$ cat src/rtl/uart_rx_byte.sv
// 8N1 UART receiver: one byte per good frame on data with a single-cycle valid strobe.
// Define UART_RX_PARITY_EN to receive 8E1 frames and report parity_err.
module uart_rx_byte #(
  parameter int CLKS_PER_BIT = 868
) (
  input  logic       clk,
  input  logic       rst,
  input  logic       rx,
  output logic [7:0] data,
  output logic       valid,
  output logic       frame_err,
  output logic       parity_err
);

  localparam int SYNC_STAGES = 2;
  localparam int CW = $clog2(CLKS_PER_BIT);
  localparam logic [CW-1:0] CNT_LAST = CW'(CLKS_PER_BIT - 1);
  localparam logic [CW-1:0] CNT_MID  = CW'(CLKS_PER_BIT / 2 - 1);

  typedef enum logic [2:0] {
    S_IDLE,
    S_START,
    S_DATA,
`ifdef UART_RX_PARITY_EN
    S_PARITY,
`endif
    S_STOP,
    S_BREAK
  } state_t;

  // Synchronizer chain plus a matching "primed" chain that marks when rx_s
  // carries a real line sample rather than its reset value.
  logic [SYNC_STAGES-1:0] sync_reg;
  logic [SYNC_STAGES-1:0] sync_next;
  logic [SYNC_STAGES-1:0] prime_reg;
  logic [SYNC_STAGES-1:0] prime_next;

  genvar gi;
  generate
    for (gi = 0; gi < SYNC_STAGES; gi++) begin : g_sync
      if (gi == 0) begin : g_first
        assign sync_next[gi]  = rx;
        assign prime_next[gi] = 1'b1;
      end else begin : g_next
        assign sync_next[gi]  = sync_reg[gi-1];
        assign prime_next[gi] = prime_reg[gi-1];
      end
    end
  endgenerate

  logic rx_s;
  logic line_live;
  assign rx_s      = sync_reg[SYNC_STAGES-1];
  assign line_live = prime_reg[SYNC_STAGES-1];

  state_t          state_reg, state_next;
  logic [CW-1:0]   cnt_reg, cnt_next;
  logic [2:0]      bit_idx_reg, bit_idx_next;
  logic [7:0]      shift_reg, shift_next;
  logic [7:0]      data_reg, data_next;
  logic            valid_reg, valid_next;
  logic            frame_err_reg, frame_err_next;
  logic            armed_reg, armed_next;
  logic            cnt_last;
  logic            par_bad;

`ifdef UART_RX_PARITY_EN
  logic parity_bit_reg, parity_bit_next;
  logic parity_err_reg, parity_err_next;
  assign par_bad    = ^{shift_reg, parity_bit_reg};
  assign parity_err = parity_err_reg;
`else
  assign par_bad    = 1'b0;
  assign parity_err = 1'b0;
`endif

  assign cnt_last  = (cnt_reg == CNT_LAST);
  assign data      = data_reg;
  assign valid     = valid_reg;
  assign frame_err = frame_err_reg;

  always_ff @(posedge clk) begin
    if (rst) begin
      sync_reg      <= '1;
      prime_reg     <= '0;
      state_reg     <= S_IDLE;
      cnt_reg       <= '0;
      bit_idx_reg   <= '0;
      shift_reg     <= '0;
      data_reg      <= 8'h00;
      valid_reg     <= 1'b0;
      frame_err_reg <= 1'b0;
      armed_reg     <= 1'b0;
`ifdef UART_RX_PARITY_EN
      parity_bit_reg <= 1'b0;
      parity_err_reg <= 1'b0;
`endif
    end else begin
      sync_reg      <= sync_next;
      prime_reg     <= prime_next;
      state_reg     <= state_next;
      cnt_reg       <= cnt_next;
      bit_idx_reg   <= bit_idx_next;
      shift_reg     <= shift_next;
      data_reg      <= data_next;
      valid_reg     <= valid_next;
      frame_err_reg <= frame_err_next;
      armed_reg     <= armed_next;
`ifdef UART_RX_PARITY_EN
      parity_bit_reg <= parity_bit_next;
      parity_err_reg <= parity_err_next;
`endif
    end
  end

  always_comb begin
    state_next     = state_reg;
    cnt_next       = cnt_reg;
    bit_idx_next   = bit_idx_reg;
    shift_next     = shift_reg;
    data_next      = data_reg;
    valid_next     = 1'b0;
    frame_err_next = 1'b0;
    // A start edge only counts once the line has been seen high after reset,
    // so a frame cut by reset is not picked up from its middle.
    armed_next     = armed_reg | (line_live & rx_s);
`ifdef UART_RX_PARITY_EN
    parity_bit_next = parity_bit_reg;
    parity_err_next = 1'b0;
`endif

    case (state_reg)
      S_IDLE: begin
        cnt_next     = '0;
        bit_idx_next = '0;
        if (armed_reg && !rx_s) begin
          state_next = S_START;
        end
      end

      S_START: begin
        if (cnt_reg == CNT_MID) begin
          cnt_next     = '0;
          bit_idx_next = '0;
          state_next   = rx_s ? S_IDLE : S_DATA;
        end else begin
          cnt_next = cnt_reg + 1'b1;
        end
      end

      S_DATA: begin
        if (cnt_last) begin
          cnt_next     = '0;
          shift_next   = {rx_s, shift_reg[7:1]};
          bit_idx_next = bit_idx_reg + 1'b1;
          if (bit_idx_reg == 3'd7) begin
`ifdef UART_RX_PARITY_EN
            state_next = S_PARITY;
`else
            state_next = S_STOP;
`endif
          end
        end else begin
          cnt_next = cnt_reg + 1'b1;
        end
      end

`ifdef UART_RX_PARITY_EN
      S_PARITY: begin
        if (cnt_last) begin
          cnt_next        = '0;
          parity_bit_next = rx_s;
          state_next      = S_STOP;
        end else begin
          cnt_next = cnt_reg + 1'b1;
        end
      end
`endif

      S_STOP: begin
        if (cnt_last) begin
          cnt_next = '0;
          if (rx_s) begin
            state_next = S_IDLE;
            if (par_bad) begin
`ifdef UART_RX_PARITY_EN
              parity_err_next = 1'b1;
`endif
            end else begin
              data_next  = shift_reg;
              valid_next = 1'b1;
            end
          end else begin
            frame_err_next = 1'b1;
            state_next     = S_BREAK;
          end
        end else begin
          cnt_next = cnt_reg + 1'b1;
        end
      end

      S_BREAK: begin
        cnt_next = '0;
        if (rx_s) begin
          state_next = S_IDLE;
        end
      end

      default: begin
        state_next = S_IDLE;
        cnt_next   = '0;
      end
    endcase
  end

endmodule

$ cat config.mk
export PLATFORM = sky130hd
export DESIGN_NAME = uart_rx_byte
export DESIGN_NICKNAME = d
export VERILOG_FILES = /design/src/rtl/uart_rx_byte.sv
export SDC_FILE = /design/constraint.sdc
export NUM_CORES = 1
export LEC_CHECK = 0
export BUFFER_PORTS_ARGS = -buffer_cell sky130_fd_sc_hd__buf_4
export CELL_PAD_IN_SITES_DETAIL_PLACEMENT = 1
export CELL_PAD_IN_SITES_GLOBAL_PLACEMENT = 1
export CORE_MARGIN = 2
export CORE_UTILIZATION = 42
export CTS_BUF_LIST = sky130_fd_sc_hd__clkbuf_4 sky130_fd_sc_hd__clkbuf_8
export DETAILED_ROUTE_END_ITERATION = 6
export PLACE_DENSITY = 0.74
export SETUP_SLACK_MARGIN = 0.3
export SLEW_MARGIN = 20
export SYNTH_ARGS = -nofsm -noshare
export SYNTH_HDL_FRONTEND = slang
export SYNTH_SLANG_ARGS = --single-unit
$ cat constraint.sdc
create_clock -name clk -period 1.7 [get_ports clk]
set_input_delay 0.085 -clock clk [delete_from_list [all_inputs] [get_ports clk]]
set_output_delay 0.085 -clock clk [all_outputs]
set_load 0.005 [all_outputs]
After elaboration in Yosys (flattened, before gate mapping)
Index checks and enable logic that the tools add are counted.
{"block": "classes", "addsub": 2, "n_eq_ne": 13, "mux": 18, "n_bitwise": 4, "n_reduce_logical": 10}
{"cell": "$mux 3", "count": 9}
{"cell": "$mux 10", "count": 2}
{"cell": "$pmux 10 s2", "count": 1}
{"cell": "$pmux 3 s5", "count": 1}
{"cell": "$ne 2x2->1 const B", "count": 6}
{"cell": "$add 10x1->10 const B", "count": 1}
{"cell": "$eq 10x10->1 const B", "count": 1}
{"cell": "$eq 10x9->1 const B", "count": 1}
{"cell": "$pmux 3 s3", "count": 1}
{"cell": "$eq 3x2->1 const B", "count": 2}
{"cell": "$eq 3x3->1 const B", "count": 2}
{"cell": "$reduce_and 3->1", "count": 2}
{"cell": "$reduce_and 6->1", "count": 1}
{"cell": "$add 3x1->3 const B", "count": 1}
{"cell": "$eq 3x1->1 const B", "count": 1}
{"cell": "$logic_not 3->1", "count": 1}
{"cell": "$mux 1", "count": 3}
{"cell": "$reduce_bool 3->1", "count": 1}
{"cell": "$reduce_or 3->1", "count": 1}
{"cell": "$mux 2", "count": 1}
{"cell": "$not 1->1", "count": 2}
{"cell": "$reduce_and 2->1", "count": 1}
{"cell": "$reduce_or 2->1", "count": 1}
{"cell": "$and 1x1->1", "count": 1}
{"cell": "other kinds (3)", "count": 3}
{"block": "totals", "regBits": 39, "in_bits": 3, "output_inout_bits": 11, "elab_cells": 58}

Longest topological paths before layout
Gate-level depths: netlist (run 1).
{"block": "logic_depth", "depth_word": 4, "depth_mapped": 7, "depth_no_buf": 7}

Least setup slack after synthesis (run 1)
No wires, ideal clock.
{"block": "synth_timing", "path_type": "register to register", "from": "register cnt_reg[2]", "to": "register bit_idx_reg[0]", "setup_time_ps": 121, "arrival_ps": 1772, "required_ps": 1579, "path_slack_ps": -193, "stages_incl_launch_ff": 6, "path_buffers": 0, "synth_period_minus_slack_ps": 1893, "path_cell_list": "dfxtp_1 -> or3b_4 -> or4_4 -> a21oi_2 -> o31ai_1 -> mux2_4"}
{"block": "synth_via", "elab_chain_len": 3, "word_cells_on_any_way": 5, "cone_classes": "eq/ne: 4; reduce/logical: 1"}
{"element": "start, declared", "line_no": "57", "rtl": "logic [CW-1:0] cnt_reg, cnt_next;"}
{"element": "start signal, assigned", "line_no": "102", "rtl": "cnt_reg <= cnt_next;"}
{"element": "$eq 10x9->1 / $eq 10x10->1 (equally long branches)", "line_no": "142, 77"}
{"element": "$ne 2x2->1 (no line)"}
{"element": "$reduce_and 3->1 (no line) (*)"}
{"element": "end signal, assigned", "line_no": "103", "rtl": "bit_idx_reg <= bit_idx_next;"}
{"element": "end, declared", "line_no": "58", "rtl": "logic [2:0] bit_idx_reg, bit_idx_next;"}
Every way passes the cells marked *; elsewhere a longest branch is shown, timed or not.
A chain may end at the register's enable or synchronous reset.

Final worst setup path (run 1)
{"block": "layout_timing", "from": "register cnt_reg[3]", "to": "register bit_idx_reg[0]"}
Same word-level chain as after synthesis.

==> results of run 1 <==
## metrics by stage
stage | setup WS [ns] | hold slack, ns | instances | utilization, % | instance area, um^2
floorplan | -0.0478 | 0.189 | 166 | - | 1700
global placement | -0.0204 | 0.278 | 237 | 52.9 | 1940
detailed placement | -0.0622 | 0.282 | 237 | 52.9 | 1940
CTS | -0.0610 | 0.155 | 251 | 57.6 | 2110
global route | -0.130 | 0.159 | 252 | 58.8 | 2150
finish | -0.0912 | 0.151 | 252 | 58.8 | 2150
## kinds of logic (layout without fill, tap and decap cells)
kind of cell             count (synthesis)  in the layout  synth area share [%]
adder cells (fa/ha/maj)                  4              4                  3.12
multiplexers                            17             17                  10.9
buffers and inverters                   12             49                  4.59
XOR/XNOR                                 8              8                  4.36
AND/OR/NAND/NOR                         70             71                  21.7
other                                    1              1                 0.233
flip-flops                              39             39                  48.6
AO/OA/AOI/OAI                           15             15                  6.47
## final cells by class
cell class / instances / area share [%]
clock buffers: 6 / 3.54
clock inverters: 2 / 0.581
inverters: 5 / 0.872
multi-input cells: 116 / 42.0
flip-flops and latches: 39 / 36.7
well taps: 48 / 2.79
repair buffers: 36 / 13.5
## cells in the mapped netlist, types with 2 or more instances
master,number
a21oi_1,3
a22o_1,2
buf_4,2
clkbuf_1,2
clkbuf_8,2
dfxtp_1,39
ha_1,4
inv_1,5
mux2i_1,16
nand2_1,8
nand3_1,7
nor2_1,31
nor2b_1,2
nor3_1,4
nor4_1,4
o21ai_0,2
or2_2,2
or2b_1,2
xnor2_1,6
xor2_1,2
## worst min path at each step
stage / from / to / slack, ns
final: rst / shift_reg[3] / 0.15
after floorplan: rx / sync_reg[0] / 0.19
after global routing: rst / shift_reg[2] / 0.16
after global placement: rx / sync_reg[0] / 0.28
after CTS: rst / shift_reg[2] / 0.16
after detailed placement: rx / sync_reg[0] / 0.28
## critical path: cells and delay by family (launching register included)
| family | cells | cell delay (ns) |
|---|---|---|
| compound gates | 2 | 0.25 |
| simple gates | 2 | 0.85 |
| mux | 1 | 0.27 |
| flops | 1 | 0.32 |
## placed cells by master (no fill, tap or decap), types with 2 or more instances in the layout
| cell | count |
|---|---|
| or2b_1 | 2 |
| xor2_1 | 2 |
| a21oi_1 | 3 |
| buf_4 | 30 |
| xnor2_1 | 6 |
| clkbuf_8 | 5 |
| a22o_1 | 2 |
| nor4_4 | 2 |
| nand2_2 | 2 |
| inv_1 | 5 |
| ha_1 | 3 |
| dfxtp_1 | 34 |
| nor3_1 | 4 |
| nor2_1 | 31 |
| dfxtp_2 | 4 |
| or2_2 | 2 |
| nand3_1 | 6 |
| mux2i_1 | 15 |
| nand2_1 | 7 |
| buf_6 | 5 |
## metal layers
metal,up-vias,share of wire (%)
met3,4,2.8
met5,-,0
met4,0,1.1
met2,15,51
met1,610,45
li1,633,-
## power by group
part	leakage [nW]	total, mW	switching (mW)	internal [mW]
Combinational	0.515	0.0386	0.0239	0.0147
Clock	0.0446	0.612	0.310	0.302
Sequential	0.318	0.924	0.00531	0.918
Total	0.878	1.57	0.339	1.24
## timing repair
| item | in CTS | in global routing |
|---|---|---|
| resized for setup | 10 | 8 |
| hold buffers | 1 | 0 |
| setup buffers | 3 | 1 |
| pin swaps | 7 | 8 |
| hold endpoints to repair | 1 | 0 |
| gates cloned | 2 | 0 |
| endpoints found under the setup margin | 32 | 33 |
==> metrics.yaml, run 1 <==
timing:
  timing.final.crit_share_pct: 105
  rsz0062_at_grt: "true"
  timing.fmax_mhz: 558
  setup_slack_ns: -0.0912
  finalSetupViolCount: 6
  period_needed_ns: 1.79
  fin_setup_tns_ns: -0.223
  finalHoldViolCount: 0
  fin_skew_ns: 0.00509
  drv_slew: 0
min_path:
  hold_depth: 2
  hp-class: "input pin to register"
place:
  dp_hpwl_mm: 2.58
  portBuffers: 12
  gp_congestion: 0.869
logic_synthesis:
  synth_flop_cell: "dfxtp_1"
  synth_seq_cells: 39
  syn_inst: 166
  ys.warnings.count: 0
  async_flop_share_pct: 0
  synth_cell_type_count: 41
  yosysTopAreaCellShare_pct: 48.6
  syn_area_per_cell_um2: 9.68
  synth_area_um2: 1610
  ys_seq_area_share_pct: 48.6
  synthesis.nets: 173
  synth-edff-count: 0
  synth.area.top_cells: "dfxtp_1, mux2i_1, nor2_1, xnor2_1, ha_1"
  yosys.area.top_type: "dfxtp_1"
power_and_ir_drop:
  power_density_nw_per_um2: 731
  power_leakage_nw: 0.878
  power.total_mw: 1.57
  ir_drop_v: 0.000602
global_route:
  grt_pass1_wl_mm: 6.60
  grt-ovfl-total: 0
  grt_usage_pct: 20.6
  grt_pass1_vias: 1390
  grt_max_degree: 28
  antenna_found_initial: 0
  met2_usage_pct: 34.6
  grtUsageMet1_pct: 24.9
  use_met3_pct: 6.30
  grt_busiest_layer: "met2"
die:
  dieHeight_um: 65.8
  die_area_um2: 4340
  pin_count: 14
  start_util_pct: 43.9
  row_count: 22
  core_um2: 3660
  die-width_um: 65.8
routing:
  antenna_left: 0
  drt_wl_total_mm: 3.84
  wl_per_cell_um: 15.2
  drt_iter0_markers: 53
  firstDrtPassIters: 4
  dr_total_vias: 1262
  drc: 0
  vias_per_cell: 5.01
critical_path:
  crit_type: "register to register"
  cp.required_ns: 1.88
  max_stage_delay_ns: 0.45
  crit_path_end_kind: "register"
  crit_fanout: 3
  cp_cell_sequence: "or3b_4, or4_4, a21oi_4, o31ai_4, mux2_4"
  reg2reg_to: "bit_idx_reg[0]"
  reg2regPathDepth: 5
  worstSetupStartpointType: "register"
  r2r_start: "cnt_reg[3]"
  arrival_ns: 1.97
  worstSetupEndpoint: "bit_idx_reg[0]"
  startpoint: "cnt_reg[3]"
  r2r_slack_ns: -0.09
  cp_slowest_cell: "or4_4"
finish:
  multi_input_area_um2: 905
  finalNetCount: 210
  syn2layout_area_growth_pct: 34.0
  largest_register_ffs: 10
  seq_area_um2: 790
  diodes: 0
  drive_gt1_share_pct: 34.8
  nFillCells: 409
clock_network:
  cts_root_buffer: "clkbuf_8"
  ctsHtreeMaxLevel: 2
  clock_sinks: 39
  cts_tree: "yes"
  clk_pin_slew_ns: 0.08
  clockBufferDepth: 2
  clk_latency_ns: 0.29
  numCtsBuffers: 5
run_status:
  violations: "setup timing"
  outcome: "complete, but fails checks"
run:
  cap_violations: 0
(Power assumes the default switching activity.)
==> run 2: changes to the inputs <==
- PLACE_DENSITY: 0.74 -> 0.77
==> run 2 against run 1 <==
Net effect:
- the run still ends with setup timing left
- die area unchanged
- cell count up 2.4%
- sequential share of layout area down 2.0 points
- largest cell class unchanged
- highest routed layer unchanged
==> metrics.yaml, run 2 (synthesized netlist as in run 1, its figures left out) <==
finish:
  finalNetCount: 216
  stdcell_area_um2: 2270
  largest_register_ffs: 10
  layout_common_cells: "dfxtp_1, buf_4, nor2_1, mux2i_1"
  finalNonFillerCells: 258
  diodes: 0
  nFillCells: 400
  syn2layout_area_growth_pct: 41.6
  drive_gt1_share_pct: 37.1
  postLayoutCoreUtil_pct: 62.1
critical_path:
  cp.required_ns: 1.89
  arrival_ns: 1.97
  worstSetupStartpointType: "register"
  reg2regPathDepth: 5
  crit_path_end_kind: "register"
  r2r_start: "cnt_reg[2]"
  crit_fanout: 3
  r2r_slack_ns: -0.08
  crit_type: "register to register"
  reg2reg_to: "bit_idx_reg[0]"
power_and_ir_drop:
  power_density_nw_per_um2: 836
  power.total_mw: 1.90
  power_leakage_nw: 0.953
  ir_drop_v: 0.000539
run_status:
  violations: "setup timing"
  outcome: "complete, but fails checks"
die:
  die-width_um: 65.8
  pin_count: 14
  die_area_um2: 4340
  row_count: 22
  core_um2: 3660
  start_util_pct: 43.9
  dieHeight_um: 65.8
routing:
  wl_per_cell_um: 17.4
  drc: 0
  vias_per_cell: 5.21
  top_layer_used: "met4"
  drt_wl_total_mm: 4.50
  wl_met3_um: 156
  met2WireLength_mm: 2.38
  wl_met1_mm: 1.86
  firstDrtPassIters: 6
  dr_total_vias: 1344
  drt_iter0_markers: 36
  antenna_left: 0
timing:
  timing.fmax_mhz: 562
  setup_slack_ns: -0.0806
  timing.final.crit_share_pct: 105
  rsz0062_at_grt: "true"
  finalHoldViolCount: 0
  fin_skew_ns: 0.00603
  holdWs_ns: 0.129
  period_needed_ns: 1.78
  drv_slew: 0
  finalSetupViolCount: 11
min_path:
  min_to: "data[0]"
  worstHoldStart: "rst"
  hp-class: "input pin to register"
  hold_depth: 2
clock_network:
  clk_latency_ns: 0.30
  ctsHtreeMaxLevel: 2
  clockBufferDepth: 2
  clk_pin_slew_ns: 0.08
  cts_root_buffer: "clkbuf_8"
  cts_tree: "yes"
  clock_sinks: 39
  numCtsBuffers: 5
global_route:
  antenna_found_initial: 0
  grt_pass1_wl_mm: 7.10
  grt_max_degree: 28
  grt-ovfl-total: 0
  grt_pass1_vias: 1450
  grt_usage_pct: 22.6
place:
  dp_hpwl_mm: 2.78
  portBuffers: 12
  post-place-cells: 237
  place_area_um2: 1950
  gp_congestion: 0.817
run:
  cap_violations: 0
[run 2: power breakdown]
group / leakage (nW) / switching (mW) / internal [mW]
combinational: 0.565 / 0.0283 / 0.0188
sequential: 0.318 / 0.00387 / 0.918
clock: 0.0688 / 0.331 / 0.603
total: 0.953 / 0.363 / 1.54
[run 2: area by class of cell]
cell class	count	area (um^2)	share of cell area [%]
Clock inverter	2	60.1	2.64
Multi-Input combinational cell	116	917	40.3
Timing Repair Buffer	42	353	15.5
Inverter	5	18.8	0.825
Clock buffer	6	76.3	3.36
Sequential cell	39	790	34.7
Tap cell	48	60.1	2.64
[run 2: critical path, stage by stage (launching register included)]
cell and delay, ns:
dfxtp_2 0.32, or3b_4 0.40, or4_4 0.45, a21oi_2 0.15, o31ai_2 0.09, mux2_4 0.27
[run 2: worst max-delay path by stage]
stage,startpoint,to,slack [ns],cells past startpoint
after floorplan,cnt_reg[3],bit_idx_reg[0],-0.05,5
final,cnt_reg[2],bit_idx_reg[0],-0.08,5
after global placement,cnt_reg[3],bit_idx_reg[0],-0.01,5
after CTS,cnt_reg[3],bit_idx_reg[0],-0.07,5
after global routing,cnt_reg[0],data[6],-0.13,7
after detailed placement,cnt_reg[3],bit_idx_reg[0],-0.06,5
[run 2: through the flow]
stage | setup slack, ns | TNS (ns)
after floorplan | -0.0478 | -0.0728
after global placement | -0.0111 | -0.0111
after detailed placement | -0.0621 | -0.462
after CTS | -0.0680 | -0.157
after global routing | -0.129 | -1.81
final | -0.0806 | -0.238
[run 2: metal layers]
| layer | up-vias | GRT usage [%] |
|---|---|---|
| met1 | 660 | 24.6 |
| li1 | 648 | - |
| met2 | 28 | 41.5 |
| met4 | 0 | 9.11 |
| met5 | - | 0 |
| met3 | 8 | 5.28 |
[run 2: timing repair]
item | CTS | global route
pin swaps | 4 | 16
setup endpoints to repair | 32 | 32
gates cloned | 2 | 0
gates resized for setup | 9 | 12
hold buffers | 1 | 0
buffers inserted | 6 | 4
hold endpoints to repair | 1 | 0
==> run 3: changes to the inputs <==
- REMOVE_ABC_BUFFERS: not set -> 1
==> run 3 against run 2 <==
Net effect:
- the flow still finishes with violations (setup timing)
- clock power fell by 33%
- sequential share of layout area grew 2.7 points
- hold slack worse by 0.0021 ns
- largest power group is now registers
- cell area decreased by 7.5%
- global-route usage is 3.2 points lower
- clock skew is 0.0037 ns higher
==> metrics.yaml, run 3 (synthesized netlist as in run 1, its figures left out) <==
run_status:
  outcome: "complete, but fails checks"
  violations: "setup timing"
power_and_ir_drop:
  p_int_mw: 1.24
  combinationalPowerShare_pct: 2.3
  clock_power_share_pct: 39.4
  ir_drop_v: 0.000524
  power_leakage_nw: 0.857
  switching_share_pct: 22.0
  power_density_nw_per_um2: 753
  power_switching_mw: 0.349
  power.share.sequential_pct: 58.3
timing:
  period_needed_ns: 1.76
  drv_slew: 0
  finalSetupViolCount: 12
  holdWs_ns: 0.127
  finalHoldViolCount: 0
  fin_skew_ns: 0.00974
  timing.final.crit_share_pct: 104
  rsz0062_at_grt: "true"
  setup_slack_ns: -0.0643
  timing.fmax_mhz: 567
clock_network:
  clockBufferDepth: 2
  clock_sinks: 39
  cts_root_buffer: "clkbuf_8"
  ctsHtreeMaxLevel: 2
  cts_tree: "yes"
  clk_latency_ns: 0.30
  numCtsBuffers: 5
  clk_pin_slew_ns: 0.07
finish:
  stdcell_area_um2: 2100
  final_common_cell: "dfxtp_1"
  finalNetCount: 208
  layout_common_cells: "dfxtp_1, nor2_1, buf_4, mux2i_1"
  syn2layout_area_growth_pct: 31.0
  diodes: 0
  largest_register_ffs: 10
  drive_gt1_share_pct: 35.1
place:
  gp_congestion: 0.810
  place_area_um2: 1840
  dp_hpwl_mm: 2.60
  portBuffers: 12
critical_path:
  r2r_start: "cnt_reg[2]"
  r2r_slack_ns: -0.06
  reg2reg_to: "bit_idx_reg[0]"
  reg2regPathDepth: 5
  arrival_ns: 1.95
  crit_path_end_kind: "register"
  worstSetupEndpoint: "bit_idx_reg[0]"
  crit_type: "register to register"
  cp.required_ns: 1.89
  startpoint: "cnt_reg[2]"
  worstSetupStartpointType: "register"
  crit_fanout: 3
die:
  dieHeight_um: 65.8
  die_area_um2: 4340
  pin_count: 14
  row_count: 22
  core_um2: 3660
  die-width_um: 65.8
  start_util_pct: 43.9
global_route:
  grt_pass1_vias: 1338
  grt_usage_pct: 19.4
  antenna_found_initial: 0
  grt-ovfl-total: 0
  grt_max_degree: 28
  grt_pass1_wl_mm: 6.29
routing:
  wl_per_cell_um: 16.5
  vias_per_cell: 5.22
  firstDrtPassIters: 4
  drc: 0
  drt_iter0_markers: 92
  drt_wl_total_mm: 4.13
  dr_total_vias: 1304
  antenna_left: 0
min_path:
  hp-class: "input pin to register"
run:
  cap_violations: 0
## run 3: changes by cell type in the layout (fill, tap and decap cells not counted), moves of 2 or more
cell       before  now
bufinv_16       2    0
nor4_2          0    2
buf_6           6    3
buf_4          34   30
## run 3: power by group through the flow
stage / Clock [mW] / Sequential, mW / Combinational, mW
finish: 0.625 / 0.924 / 0.0359
global placement: 0 / 0.945 / 0.0284
global route: 0.678 / 0.925 / 0.0397
CTS: 0.642 / 0.924 / 0.0352
floorplan: 0 / 0.944 / 0.0130
detailed placement: 0 / 0.945 / 0.0300
## run 3: how the worst min path moves through the flow
stage,cells after the start,startpoint,endpoint
after floorplan,1,rst,shift_reg[7]
after global placement,2,rx,sync_reg[0]
after CTS,2,rst,data[7]
final,2,rst,data[4]
after detailed placement,2,rx,sync_reg[0]
after global routing,2,rst,shift_reg[1]
## run 3: routing by layer
metal	GRT usage, %	wire length, um
met1	20.9	1670
met2	35.7	2260
met3	4.09	107
met4	8.85	104
met5	0	0
## run 3: worst max-delay path, cell delays in order (launching register included)
cell,delay (ns)
dfxtp_2,0.32
or3b_4,0.40
or4_4,0.44
a21oi_2,0.15
o31ai_2,0.08
mux2_4,0.27
## run 3: cell type report
class                   count  area [um^2]
fillers                   401         1560
flip-flops and latches     39          787
clock inverters             2         12.5
well taps                  48         60.1
inverters                   5         18.8
repair buffers             35          289
clock buffers               6         76.3
multi-input cells         115          861
## run 3: repair_timing
item,CTS,global route
hold buffers,1,0
resized for setup,18,12
setup buffers,4,1
endpoints found under the hold margin,1,0
setup endpoints to repair,33,33
pin swaps,5,10
cloned,1,0
## run 3: metrics by stage
stage                     setup WS (ns)  total power [mW]  util, %  setup TNS (ns)  instances
final                           -0.0643              1.58     57.5          -0.399        250
after global routing             -0.129              1.64     57.5           -1.86        250
after CTS                       -0.0529              1.60     55.7          -0.293        249
after detailed placement         -0.208             0.975     50.3           -2.95        235
after global placement           -0.149             0.973     50.3          -0.576        235
after floorplan                  -0.780             0.957        -           -7.85        159
